File: src/rtl/part2b_register_file.sv
// Eight-entry working-register bank (T1-T4, R1-R4) with a shared clear/load/dec/inc function and two read ports.
// Latency: writes land on the enabling clk edge, reads are zero-cycle combinational; no backpressure, always accepts.
module part2b_register_file #(
  parameter int WIDTH = 8
) (
  input  logic             clk,
  input  logic             rst,
  input  logic [2:0]       O1Sel,
  input  logic [2:0]       O2Sel,
  input  logic [1:0]       FunSel,
  input  logic [3:0]       RSel,
  input  logic [3:0]       TSel,
  input  logic [WIDTH-1:0] I,
  output logic [WIDTH-1:0] O1,
  output logic [WIDTH-1:0] O2
);

  localparam logic [WIDTH-1:0] ONE = WIDTH'(1);

  typedef enum logic [1:0] {
    FUN_CLR = 2'b00,
    FUN_LD  = 2'b01,
    FUN_DEC = 2'b10,
    FUN_INC = 2'b11
  } fun_e;

  // Storage is indexed by the read-select code: 0-3 = T1-T4, 4-7 = R1-R4.
  logic [WIDTH-1:0] regs [8];
  logic [7:0]       en;

  assign en = {RSel[0], RSel[1], RSel[2], RSel[3], TSel[0], TSel[1], TSel[2], TSel[3]};

  always_ff @(posedge clk or posedge rst) begin
    if (rst) begin
      for (int i = 0; i < 8; i++) begin
        regs[i] <= '0;
      end
    end else begin
      for (int i = 0; i < 8; i++) begin
        if (en[i]) begin
          case (fun_e'(FunSel))
            FUN_CLR: regs[i] <= '0;
            FUN_LD:  regs[i] <= I;
            FUN_DEC: regs[i] <= regs[i] - ONE;
            FUN_INC: regs[i] <= regs[i] + ONE;
            default: regs[i] <= regs[i];
          endcase
        end
      end
    end
  end

  assign O1 = regs[O1Sel];
  assign O2 = regs[O2Sel];

endmodule

File: config.mk
export PLATFORM = sky130hd
export DESIGN_NAME = part2b_register_file
export DESIGN_NICKNAME = d
export VERILOG_FILES = /design/src/rtl/part2b_register_file.sv
export SDC_FILE = /design/constraint.sdc
export NUM_CORES = 1
export LEC_CHECK = 0
export ABC_AREA = 1
export ABC_CLOCK_PERIOD_IN_PS = 2200
export BUFFER_PORTS_ARGS = -buffer_cell sky130_fd_sc_hd__buf_2
export CAP_MARGIN = 20
export CORE_MARGIN = 3
export CORE_UTILIZATION = 25
export DETAILED_ROUTE_END_ITERATION = 8
export HOLD_SLACK_MARGIN = 0.1
export SLEW_MARGIN = 25
export SYNTH_ARGS = -nofsm -noshare
export SYNTH_HDL_FRONTEND = slang
export SYNTH_SLANG_ARGS = --single-unit
File: constraint.sdc
create_clock -name clk -period 2.2 [get_ports clk]
set_input_delay 0.22 -clock clk [delete_from_list [all_inputs] [get_ports clk]]
set_output_delay 0.22 -clock clk [all_outputs]
set_load 0.02 [all_outputs]
==> out/metrics.yaml <==
sta:
  rsz0062_at_grt: "no"
  final_hold_viol_count: 0
  tightestPinTransition_ns: 0.487
  setup_viol: 0
  slew_viol_final: 0
  clock.fmax_ghz: 0.507
  tns_ns: 0
  finClkSkew_ns: 0.00865
  max-slew-margin-rel_pct: 67.5
  finalCritPeriodShare_pct: 89.7
  fin_hold_ws_ns: 0.216
  min_period_ns: 1.97
floorplan:
  fp-row-count: 58
  pin_count: 42
  initial_utilization_pct: 25.5
  die_w_um: 166
  core_area_mm2: 0.0253
  die_y_um: 166
  dieArea_mm2: 0.0277
placed_design:
  postPlaceCellArea_mm2: 0.00700
  place_congestion: 0.882
  detailed_place_hpwl_mm: 15.3
  portBuffers: 41
  dp_cells: 1360
synthesis:
  synth_top_area_cell: "dfrtp_1"
  syn_nets: 1098
  yosysWarningCount: 0
  netlist_area_mm2: 0.00643
  syn_inst: 1013
  synth_area_leaders: "dfrtp_1, nand2_1, ha_1"
  synth-seq-area-share_pct: 24.9
  synth_top_cell_area_share_pct: 24.9
  synth_area_per_cell_um2: 6.35
  synth.distinct_cells: 29
  ys_seq_elements: 64
  synthArstFlopShare_pct: 100
  synthFlopType: "dfrtp_1"
  synth.top_cells.by_count: "nand2_1, inv_1, a21oi_1"
  yosys.cell_count.top_type: "nand2_1"
  synth-edff-count: 0
global_routing:
  grt_max_degree: 65
  grt_pass1_wl_mm: 33.0
  first_global_vias: 5837
  antenna_found_initial: 0
  track_usage_pct: 15.0
  grt_overflow_total: 0
finish:
  multi_input_area_mm2: 0.00408
  seq_area_mm2: 0.00160
  design_area_mm2: 0.00726
  n_fill_cell: 2814
  reg_top3: "regs x64"
  drive_gt1_share_pct: 8.71
  final_nets: 1127
  largest-register: "regs"
  antenna_cells: 0
  fin_cells: 1375
  largest_reg_flops: 64
  area_growth_pct: 12.9
detailed_routing:
  vias: 6609
  wl_per_cell_um: 15.3
  routed_wirelength_mm: 21.0
  drcViolationCount: 0
  dr.pass1.iters: 6
  ant_nets: 0
  drt_iter0_drc: 631
  via_per_inst: 4.81
clock_network:
  cts_htree_levels: 3
  ctsResizeCount: 0
  numCtsBuffers: 9
  path_clk_slew_ns: 0.06
  max-clock-path-buffers: 2
  clk_latency_ns: 0.35
  cts_tree: "built"
  clock-sinks: 64
  cts_root_buf: "clkbuf_16"
worst_setup_path:
  path_buf_inv: 2
  worst_ep_arrival_time_ns: 1.75
  cp.depth: 7
  endpoint_kind: "primary output"
  slowest_stage: "dfrtp_1"
  path_cells: "inv_1, a21oi_1, o21ai_1, nand2_1, nor2_1, a31oi_1, buf_2"
  slowest_delay_ns: 0.38
  rr_worst_depth: 9
  path_class: "flop to primary output"
  cp.required_ns: 1.98
  cp_max_fo: 4
  startpoint_type: "flop"
  cpLargestDelayFamily: "compound AO/OA/AOI/OAI gates"
power:
  power_per_cell_area_mw_per_mm2: 798
  vdd_drop_max_v: 0.000354
  p_leak_uw: 0.00382
status:
  status: "finished, final reports clean"
job:
  drv_cap: 0
min_path:
  min_path_type: "primary input to flop"
  whs_path_depth: 3
[per-layer routing]
| metal | up-vias | global-route usage (%) | share of wire, % | wire (um) |
|---|---|---|---|---|
| met1 | 3041 | 21.8 | 47 | 9940 |
| met4 | 0 | 4.81 | 2.7 | 575 |
| li1 | 3374 | - | - | - |
| met2 | 163 | 22.7 | 44 | 9270 |
| met5 | - | 0 | 0 | 0 |
| met3 | 31 | 2.30 | 5.7 | 1190 |
[placed cells by master (no fill, tap or decap), drive strengths merged, types with 3 or more instances in the layout]
master and count:
nand2 285, inv 148, o21ai 119, a21oi 106
nor2 68, dfrtp 64, buf 55, nand3 53
ha 51, a31oi 30, clkbuf 13, nand3b 12
nand4 9, xor2 9, o211ai 8, fa 8
xnor2 3
[power breakdown]
group          leakage [uW]  internal [uW]  switching [uW]
combinational       0.00292           1020            1700
sequential         0.000774           1420             311
clock              0.000126            781             562
total               0.00382           3220            2570
[per-stage QoR]
stage | setup slack [ns] | power, uW | utilization (%)
2_1_floorplan | 0.306 | 3740 | -
3_3_place_gp | 0.226 | 4400 | 27.7
3_5_place_dp | 0.260 | 4450 | 27.7
4_1_cts | 0.200 | 5800 | 28.8
5_1_grt | 0.0993 | 6340 | 28.8
6_report | 0.228 | 5790 | 28.8
[cell families after synthesis]
| family | after synthesis | synth area share [%] |
|---|---|---|
| simple gates | 428 | 27.7 |
| compound gates | 264 | 21.5 |
| buf+inv | 186 | 11.8 |
| flops | 64 | 24.9 |
| fa+ha+maj | 59 | 12.4 |
| xor+xnor | 12 | 1.75 |
[tightest hold or removal path: stages]
cell,delay [ns]
buf_2,0.18
nand2_1,0.09
nand2_1,0.04
[worst paths after layout]
check                      slack [ns]            startpoint              endpoint
max in group asynchronous        1.39                   rst  regs[18]$_DFFE_PP0P_
hold reg to reg                  0.48  regs[23]$_DFFE_PP0P_  regs[23]$_DFFE_PP0P_
setup / recovery                 0.23   regs[8]$_DFFE_PP0P_                 O2[0]
setup reg to reg                 0.52  regs[45]$_DFFE_PP0P_  regs[47]$_DFFE_PP0P_
hold / removal                   0.22               RSel[0]   regs[7]$_DFFE_PP0P_
min in group asynchronous        0.50                   rst  regs[15]$_DFFE_PP0P_
[repair_timing]
action | 4_1_cts | 5_1_grt
endpoints found under the setup margin | 0 | 0
buffers inserted | 0 | 0
hold buffers | 1 | 0
hold endpoints to repair | 64 | 0
[area by class of cell]
cell class | instances | area share (%)
sequential | 64 | 22.1
clock buffer | 13 | 3.45
clock inverter | 1 | 0.0689
inverter | 148 | 7.69
tap | 330 | 5.69
multi-input combinational | 763 | 56.1
timing repair buffer | 56 | 4.93
Note: power is estimated with default switching activity, not from simulation.
